**src/rtl/interrupt_controller.sv**
```systemverilog
// Interrupt controller: synchronises and edge-detects NUM_SRC sources, masks them, and runs a one-at-a-time
// claim/ack/eoi handshake to the core. Define IRQ_ROUND_ROBIN_EN for rotating priority (default: lowest index wins).
module interrupt_controller #(
   parameter int NUM_SRC     = 8,
   parameter int ID_W        = $clog2(NUM_SRC),
   parameter int SYNC_STAGES = 2
) (
   input  logic               clk,
   input  logic               reset,
   input  logic [NUM_SRC-1:0] irq_src,
   input  logic               mask_wr,
   input  logic [NUM_SRC-1:0] mask_wdata,
   output logic [NUM_SRC-1:0] mask,
   output logic [NUM_SRC-1:0] pending,
   output logic               interrupt,
   output logic [ID_W-1:0]    irq_id,
   input  logic               irq_ack,
   input  logic               irq_eoi
);

   localparam logic [1:0] ST_IDLE    = 2'd0;
   localparam logic [1:0] ST_REQ     = 2'd1;
   localparam logic [1:0] ST_SERVICE = 2'd2;

   logic [NUM_SRC-1:0] sync_q [SYNC_STAGES];
   logic [NUM_SRC-1:0] sync_d [SYNC_STAGES];
   logic [NUM_SRC-1:0] prev_q, prev_d;
   logic [NUM_SRC-1:0] rise;
   logic [NUM_SRC-1:0] mask_q, mask_d;
   logic [NUM_SRC-1:0] pending_q, pending_d;
   logic [NUM_SRC-1:0] pending_clr;
   logic [NUM_SRC-1:0] candidates;
   logic [1:0]         state_q, state_d;
   logic               interrupt_q, interrupt_d;
   logic [ID_W-1:0]    irq_id_q, irq_id_d;
   logic [ID_W-1:0]    sel_id;

   // Synchroniser chain followed by one history register for rising-edge detection.
   always_comb begin
      sync_d[0] = irq_src;
      for (int s = 1; s < SYNC_STAGES; s++) begin
         sync_d[s] = sync_q[s-1];
      end
      prev_d = sync_q[SYNC_STAGES-1];
      rise   = sync_q[SYNC_STAGES-1] & ~prev_q;
   end

   assign candidates = pending_q & mask_q;

`ifdef IRQ_ROUND_ROBIN_EN
   logic [ID_W-1:0]    ptr_q, ptr_d;
   logic [NUM_SRC-1:0] rot;
   logic [ID_W-1:0]    rot_k;
   logic [ID_W:0]      rot_sum;

   // Rotate candidates so the pointer position becomes bit 0, pick the lowest, then undo the rotation.
   always_comb begin
      rot     = NUM_SRC'({candidates, candidates} >> ptr_q);
      rot_k   = '0;
      for (int k = NUM_SRC-1; k >= 0; k--) begin
         if (rot[k]) rot_k = ID_W'(k);
      end
      rot_sum = {1'b0, ptr_q} + {1'b0, rot_k};
      if (rot_sum >= (ID_W+1)'(NUM_SRC)) rot_sum = rot_sum - (ID_W+1)'(NUM_SRC);
      sel_id  = rot_sum[ID_W-1:0];
   end
`else
   always_comb begin
      sel_id = '0;
      for (int i = NUM_SRC-1; i >= 0; i--) begin
         if (candidates[i]) sel_id = ID_W'(i);
      end
   end
`endif

   // NOTE: every signal written here gets a default first, so no path leaves it unassigned and no latch appears.
   always_comb begin
      state_d     = state_q;
      interrupt_d = interrupt_q;
      irq_id_d    = irq_id_q;
      pending_clr = '0;
`ifdef IRQ_ROUND_ROBIN_EN
      ptr_d       = ptr_q;
`endif
      case (state_q)
         ST_IDLE: begin
            interrupt_d = 1'b0;
            if (|candidates) begin
               irq_id_d    = sel_id;
               interrupt_d = 1'b1;
               state_d     = ST_REQ;
            end
         end
         ST_REQ: begin
            if (irq_ack) begin
               pending_clr[irq_id_q] = 1'b1;
               interrupt_d           = 1'b0;
               state_d               = ST_SERVICE;
`ifdef IRQ_ROUND_ROBIN_EN
               ptr_d = (irq_id_q == ID_W'(NUM_SRC-1)) ? '0 : irq_id_q + ID_W'(1);
`endif
            end else if (!mask_q[irq_id_q]) begin
               // Masked while requesting: withdraw, but keep the pending flag for later.
               interrupt_d = 1'b0;
               state_d     = ST_IDLE;
            end
         end
         ST_SERVICE: begin
            interrupt_d = 1'b0;
            if (irq_eoi) state_d = ST_IDLE;
         end
         default: begin
            interrupt_d = 1'b0;
            state_d     = ST_IDLE;
         end
      endcase
      mask_d    = mask_wr ? mask_wdata : mask_q;
      // A new edge in the same cycle as the ack clear keeps the flag set.
      pending_d = (pending_q & ~pending_clr) | rise;
   end

   // NOTE: sequential state uses non-blocking assignments so all flops update together on the edge.
   always_ff @(posedge clk or posedge reset) begin
      if (reset) begin
         for (int s = 0; s < SYNC_STAGES; s++) begin
            sync_q[s] <= '0;
         end
         prev_q      <= '0;
         mask_q      <= '0;
         pending_q   <= '0;
         state_q     <= ST_IDLE;
         interrupt_q <= 1'b0;
         irq_id_q    <= '0;
`ifdef IRQ_ROUND_ROBIN_EN
         ptr_q       <= '0;
`endif
      end else begin
         for (int s = 0; s < SYNC_STAGES; s++) begin
            sync_q[s] <= sync_d[s];
         end
         prev_q      <= prev_d;
         mask_q      <= mask_d;
         pending_q   <= pending_d;
         state_q     <= state_d;
         interrupt_q <= interrupt_d;
         irq_id_q    <= irq_id_d;
`ifdef IRQ_ROUND_ROBIN_EN
         ptr_q       <= ptr_d;
`endif
      end
   end

   assign mask      = mask_q;
   assign pending   = pending_q;
   assign interrupt = interrupt_q;
   assign irq_id    = irq_id_q;

endmodule

```
**config.mk**
```make
export PLATFORM = sky130hd
export DESIGN_NAME = interrupt_controller
export DESIGN_NICKNAME = d
export VERILOG_FILES = /design/src/rtl/interrupt_controller.sv
export SDC_FILE = /design/constraint.sdc
export NUM_CORES = 1
export LEC_CHECK = 0
export ABC_AREA = 1
export CAP_MARGIN = 20
export CORE_ASPECT_RATIO = 1.25
export CORE_UTILIZATION = 43
export DETAILED_ROUTE_END_ITERATION = 10
export PLACE_DENSITY = 0.81
export SYNTH_ARGS = -nofsm -noshare
export SYNTH_HDL_FRONTEND = slang
export SYNTH_SLANG_ARGS = --single-unit
```
**constraint.sdc**
```tcl
create_clock -name clk -period 1.4 [get_ports clk]
set_input_delay 0.28 -clock clk [delete_from_list [all_inputs] [get_ports clk]]
set_output_delay 0.28 -clock clk [all_outputs]
set_load 0.1 [all_outputs]
```
### Yosys cells after proc, flatten, opt, wreduce, memory -nomap -nowiden

Cells that the tools add are included.

* register bits: 46
* input bits: 21
* output and inout bits: 20
* word-level logic and storage cells: 49

* $lt $le $gt $ge: 2
* eq/ne operators: 5
* muxes and demuxes: 23
* bitwise gates (word level): 6
* reduce and logical (&&, ||, !) cells: 5

Operator list (number)
* 8-bit bitwise AND: 3
* 3-bit two-way mux: 8
* 8-bit two-way mux: 2
* 8-bit inverter: 2
* 2-bit two-way mux: 4
* 8-bit OR: 1
* 8-bit OR reduction: 1
* 2-bit one-hot mux with 3 select lines: 1
* 1-bit two-way mux: 5
* 3-bit by 4-bit less-than comparator with 1-bit output (second input constant): 1
* 2-bit inequality test (second input constant): 2
* 1-bit binary-select mux with 3-bit select: 1
* 1-bit demux with 3-bit select: 1
* 3-bit by 1-bit >= comparator with 1-bit output (second input constant): 1
* 3-bit inequality test (second input constant): 1
* 3-bit AND reduction: 1
* 2-bit by 1-bit equality test with 1-bit output (second input constant): 1
* 2-bit equality test (second input constant): 1
* 2-bit zero test: 1
* 1-bit one-hot mux with 2 select lines: 1
* 2-bit AND reduction: 1
* 1-bit logical AND: 1

### Depth between registers and ports, before layout

Gate-level depths: netlist (run 1).

* depth after elaboration: 9
* depth in mapped cells: 10
* gate-level depth less buffers: 10

### Least setup slack after synthesis (run 1)

OpenSTA, ideal clock, no wires.

* kind: register to register
* from: reg irq_id_q[0] (netlist: irq_id[0])
* to: reg interrupt_q (netlist: interrupt)
* setup time: 68 ps
* data arrival time: 1676 ps
* required time: 1332 ps
* path slack: -344 ps
* cell stages (with the launch flop): 10
* buffers on the path: 1
* clock period less this slack: 1744 ps
* path through: dfrtp_1 -> buf_4 -> inv_2 -> nand2_1 -> nand3_1 -> nand2_1 -> inv_1 -> nand2_1 -> nand3_1 -> nand2_1

* word-level cells in the longest chain between the ends: 3

RTL lines
* start, declared: RTL line 35 `logic [ID_W-1:0] irq_id_q, irq_id_d;`
* start signal, assigned: RTL line 146 `irq_id_q <= irq_id_d;`
* 1-bit binary-select mux with 3-bit select: RTL line 102 `end else if (!mask_q[irq_id_q]) begin`
* 1-bit two-way mux (implied by the code): RTL line 102
* 3-bit inequality test (no line)
* end signal, assigned: RTL line 145 `interrupt_q <= interrupt_d;`
* end, declared: RTL line 34 `logic interrupt_q, interrupt_d;`

No other way between the ends. The select of a mux whose other input is x is not followed.
A chain may end at the register's enable or synchronous reset.

### Final worst setup path (run 1)

* from: reg pending_q[0] (netlist: pending[0])
* to: out pending[0]

RTL lines
* start, declared: RTL line 30 `logic [NUM_SRC-1:0] pending_q, pending_d;`
* start signal, assigned: RTL line 143 `pending_q <= pending_d;`
* end, declared: RTL line 14 `output logic [NUM_SRC-1:0] pending,`

No word-level cell between the ends.

==> results of run 1 <==
layout make-up:
| cell class | instances | share of cell area, % |
|---|---|---|
| flip-flops and latches | 46 | 46.1 |
| clock buffers | 6 | 2.84 |
| multi-input cells | 93 | 17.6 |
| clock inverters | 2 | 1.47 |
| well taps | 54 | 2.64 |
| inverters | 30 | 4.55 |
| repair buffers | 43 | 24.8 |
state kept, by name (all words and copies together) (netlist names):
register,flops
sync_d,8
pending,8
state_q,2
irq_id,3
mask,8
prev_q,8
prev_d,8
interrupt,1
metrics by stage:
stage | hold WS (ns) | cell area, sq um | total power, uW | setup slack [ns]
final | 0.353 | 2560 | 5180 | 0.0405
after global routing | 0.359 | 2560 | 5410 | 0.0232
after CTS | 0.354 | 2560 | 5190 | 0.0386
after detailed placement | 0.336 | 2450 | 4240 | 0.00510
after global placement | 0.332 | 2450 | 4190 | 0.0474
after floorplan | 0.296 | 1760 | 3340 | -0.00141
routing by layer:
metal	GRT usage, %	vias up	wire (um)
met5	0	-	0
li1	-	618	-
met4	5.82	0	30
met2	31.5	30	1710
met1	20.5	598	1450
met3	5.32	4	128
cell families after synthesis:
family / after synthesis
flops: 46
compound gates: 29
buf+inv: 32
mux: 1
simple gates: 63
worst max-delay path: cells and delay by family, from the launching register on:
kind                   cells  cell delay (ns)
flip-flops                 1             0.48
buffers and inverters      2             0.31
timing repair:
item	4_1_cts	5_1_grt
endpoints found under the hold margin	0	0
resized for setup	0	1
endpoints found under the setup margin	0	2
power groups by stage:
| stage | registers [uW] | clock network [uW] | logic, uW |
|---|---|---|---|
| 2_1_floorplan | 2690 | 0 | 653 |
| 3_3_place_gp | 1840 | 0 | 2360 |
| 3_5_place_dp | 1850 | 0 | 2390 |
| 4_1_cts | 1820 | 974 | 2400 |
| 5_1_grt | 1850 | 1020 | 2530 |
| 6_report | 1820 | 967 | 2390 |
cells in the mapped netlist:
cell	number	area [sq um]
a21oi_1	1	5.00
a31o_2	1	8.76
buf_2	1	5.00
buf_4	1	7.51
dfrtp_1	46	1150
inv_1	28	105
inv_2	2	7.51
mux2_1	1	11.3
nand2_1	47	176
nand2_4	2	22.5
nand3_1	3	15.0
nand3b_1	1	7.51
nor2_1	8	30.0
nor2_8	1	20.0
o211ai_1	1	7.51
o21a_1	1	7.51
o21ai_1	24	120
o22ai_1	1	6.26
or2_4	1	8.76
path summary, 6_finish.rpt:
kind / from / slack, ns / endpoint
min in group asynchronous: reset / 0.38 / pending[4]
setup reg to reg: pending[0] / 0.12 / irq_id[1]
setup / recovery: pending[0] / 0.04 / pending[0]
max in group asynchronous: reset / 0.80 / pending[1]
hold / removal: sync_d[2] / 0.35 / prev_d[2]
hold reg to reg: sync_d[2] / 0.35 / prev_d[2]
cell usage in the layout, fill, tap and decap left out, types with 2 or more instances in the layout:
cell / netlist / layout
inv_2: 2 / 2
dfrtp_1: 46 / 27
nor2_1: 8 / 8
o21ai_1: 24 / 24
nand2_1: 47 / 46
clkbuf_8: 0 / 5
clkdlybuf4s50_1: 0 / 20
dfrtp_4: 0 / 2
nand2_4: 2 / 2
buf_12: 0 / 21
dfrtp_2: 0 / 17
clkinvlp_4: 0 / 2
nand3_1: 3 / 3
inv_1: 28 / 27
buf_4: 1 / 2
==> flow_summary.yaml, run 1 <==
pwr:
  clkPwrFrac_pct: 18.7
  p_comb_share_pct: 46.1
  p_per_area_nw_per_um2: 2020
  leakage_uw: 0.00121
  sw_frac_of_total_pct: 43.1
  switchingPower_uw: 2230
  seqPwrFrac_pct: 35.2
  p_int_uw: 2940
  ir_drop_mv: 1.02
route:
  drt_wl_total_um: 3330
  num_vias: 1250
  wire_per_inst_um: 12.1
  antenna_left: 0
  drtIter0Drc: 42
  viasPerCell: 4.56
  drc: 0
  first_pass_iters: 4
timing:
  rsz0062_at_grt: "no"
  worstMarginPinSlew_ns: 0.233
  setup_tns_ns: 0
  setup-violations-final: 0
  fin_crit_sh_pct: 97.1
  fmax_ghz: 0.736
  slew_violations: 0
  final.setup_skew_ns: 0.00558
  period_needed_ns: 1.36
  finalHoldViolCount: 0
  timing.slew.headroom_pct: 84.5
global_route:
  antenna_found_initial: 0
  grt_pass1_vias: 1291
  grt_max_degree: 47
  grt_pass1_wl_um: 5560
  track_usage_pct: 17.8
  globalRouteOverflowTotal: 0
yosys:
  synthCells: 171
  ys_types: 19
  muxShareOfSynthArea_pct: 0.654
  synth_top_family_by_area: "simple AND/OR/NAND/NOR gates"
  synth_area_per_cell_sq_um: 10.1
  yosys.area_share.simple_pct: 16.3
  synth-adder-area-share_pct: 0
  ys_seq_elements: 46
  synth_area_sq_um: 1720
  yosys_warnings: 0
  synth-xor-area-share_pct: 0
  synth_compound_gate_area_share_pct: 9.01
  syn_nets: 192
  synth_seq_area_share_pct: 66.8
setup_path:
  cpMaxStageDelayCell: "dfrtp_4"
  rr_worst_depth: 7
  crit_required_ns: 1.12
  max_stage_delay_ns: 0.48
  cp_cell_sequence: "buf_4 > buf_12"
  crit_path_start_kind: "flip-flop"
  arrival_ns: 1.08
  worst-path-max-fanout: 2
  path_class: "reg2out"
  end_kind: "primary output"
floorplan:
  io_pins: 41
  rows: 25
  core_area_sq_um: 3820
  initial_utilization_pct: 45.1
  chipWidth_um: 58.6
  die_height_um: 72.8
  die_area_sq_um: 4270
clocking:
  cts_hold_buf: 0
  clkTransAtPathRegs_ns: 0.08
  clk_latency_ns: 0.29
  cts_buffers: 5
  cts_tree: "yes"
  post-cts-setup-buffers: 0
  htreeDepth: 2
  cts_sinks: 46
  root_buffer: "clkbuf_8"
  clockBufferDepth: 2
worst_hold_path:
  hp-class: "reg2reg"
  min_path_cells: 0
layout:
  regArea_sq_um: 1180
  fillers: 311
  final_util_pct: 67.0
  diodes: 0
  final_layout_size_suffix_gt1_share_pct: 26.4
  stdcell_count: 274
  multiInputGateArea_sq_um: 449
  areaGrowthSynthToFinish_pct: 48.5
  nets: 240
placed_design:
  port_buffers: 40
  hpwl_um: 2430
  place_congestion: 0.844
  dp_cells: 266
run:
  maxCapViolations: 0
status:
  outcome: "finished clean"
(Power assumes the default switching activity.)
==> run 2: changes to the inputs <==
GPL_ROUTABILITY_DRIVEN = 0   (was not set)
==> run 2 against run 1 <==
- die area stayed put
- core utilization is 0.16 points higher
- via count is 0.64% higher
- sequential power hardly changed
- largest power group unchanged
- fmax is 1.7% higher
- combinational power hardly changed
- setup slack better by 0.023 ns
- critical path depth is 1 lower
- count of clock-buffer cells in the layout stayed put
- global-route usage is 0.75 points higher
- largest cell class unchanged
- final area is 0.24% higher
==> flow_summary.yaml, run 2 (synthesis gave the netlist of run 1 again) <==
global_route:
  grt_pass1_vias: 1297
  grt_pass1_wl_um: 5770
  track_usage_pct: 18.6
  globalRouteOverflowTotal: 0
  antenna_found_initial: 0
  grt_max_degree: 47
pwr:
  ir_drop_mv: 1.19
  leakage_uw: 0.00121
  p_per_area_nw_per_um2: 2020
floorplan:
  chipWidth_um: 58.6
  core_area_sq_um: 3820
  initial_utilization_pct: 45.1
  rows: 25
  io_pins: 41
  die_height_um: 72.8
  die_area_sq_um: 4270
route:
  drt_wl_total_um: 3350
  drtIter0Drc: 25
  antenna_left: 0
  drc: 0
  wire_per_inst_um: 12.2
  viasPerCell: 4.59
  first_pass_iters: 4
  num_vias: 1258
setup_path:
  reg2reg_slack_ns: 0.12
  cp.depth: 1
  critPathBufInv: 1
  arrival_ns: 1.06
  worst-path-max-fanout: 9
  crit_required_ns: 1.12
  cp_cell_sequence: "buf_12"
  rr_worst_depth: 7
  path_delay_family: "flip-flops"
  worstSetupEndpoint: "irq_id[0]"
  path_class: "reg2out"
  cpMaxStageDelayCell: "dfrtp_4"
  crit_path_start_kind: "flip-flop"
  timing.rr.end: "irq_id[1]"
  crit_start: "irq_id[0]"
  r2r_start: "pending[0]"
  end_kind: "primary output"
  max_stage_delay_ns: 0.56
layout:
  layout_commonest_cell: "nand2_1"
  areaGrowthSynthToFinish_pct: 48.9
  regArea_sq_um: 1180
  fillers: 285
  nets: 240
  final_layout_size_suffix_gt1_share_pct: 26.8
  multiInputGateArea_sq_um: 452
  diodes: 0
  final_cell_mix: "nand2_1 (46), inv_1 (27), dfrtp_1 (27), o21ai_1 (24), buf_12 (21)"
clocking:
  clockBufferDepth: 2
  post-cts-setup-buffers: 0
  cts_sinks: 46
  cts_hold_buf: 0
  htreeDepth: 2
  cts_tree: "yes"
  cts_buffers: 5
  clk_latency_ns: 0.29
  clkTransAtPathRegs_ns: 0.08
  root_buffer: "clkbuf_8"
  cts_resized: 0
placed_design:
  port_buffers: 40
  hpwl_um: 2550
timing:
  finalHoldViolCount: 0
  slew_violations: 0
  final.setup_skew_ns: 0.00354
  period_needed_ns: 1.34
  setup-violations-final: 0
  timing.slew.headroom_pct: 84.3
  worstMarginPinSlew_ns: 0.235
  fmax_ghz: 0.748
  holdWs_ns: 0.351
  setup_tns_ns: 0
  fin_crit_sh_pct: 95.5
run:
  maxCapViolations: 0
worst_hold_path:
  hp-class: "reg2reg"
status:
  outcome: "finished clean"
## run 2: cell types whose count changed in the layout (fill, tap and decap cells not counted)
| cell | previous run | this run |
|---|---|---|
| buf_4 | 2 | 1 |
| buf_6 | 0 | 1 |
| nor2_1 | 8 | 7 |
| nor2_2 | 0 | 1 |
## run 2: layout make-up
type                       count  area share, %
multi-input combinational     93           17.6
timing repair buffer          43           24.9
clock inverter                 2           1.46
inverter                      30           4.54
clock buffer                   6           2.83
tap                           54           2.63
sequential                    46           46.0
## run 2: how the worst min path moves through the flow
stage	start	end	slack [ns]	depth (start not counted)
5_1_grt	sync_d[4]	prev_d[4]	0.37	0
3_3_place_gp	sync_d[1]	prev_d[1]	0.33	0
6_report	sync_d[1]	prev_d[1]	0.35	0
4_1_cts	sync_d[6]	prev_d[6]	0.35	0
2_1_floorplan	reset	interrupt	0.30	1
3_5_place_dp	sync_d[4]	prev_d[4]	0.33	0
## run 2: where the power goes
| group | internal (uW) | switching (uW) | total (uW) |
|---|---|---|---|
| registers | 1560 | 264 | 1830 |
| clock network | 532 | 422 | 955 |
| logic | 858 | 1550 | 2410 |
| total | 2950 | 2230 | 5190 |
## run 2: through the flow
stage | total power, uW | std cells | setup WS [ns] | util (%) | instance area (sq um)
finish | 5190 | 274 | 0.0631 | 67.2 | 2560
global route | 5450 | 274 | -0.00151 | 67.2 | 2560
CTS | 5210 | 274 | 0.0286 | 67.0 | 2560
detailed placement | 4240 | 266 | -0.0281 | 64.1 | 2450
global placement | 4200 | 266 | 0.0507 | 64.1 | 2450
floorplan | 3340 | 171 | -0.00141 | - | 1760
## run 2: layer usage
metal / GRT usage [%] / share of wire (%) / vias to the layer above
li1: - / - / 620
met1: 22.5 / 42 / 592
met2: 30.5 / 52 / 40
met3: 5.14 / 4.3 / 6
met4: 8.99 / 1.9 / 0
met5: 0 / 0 / -
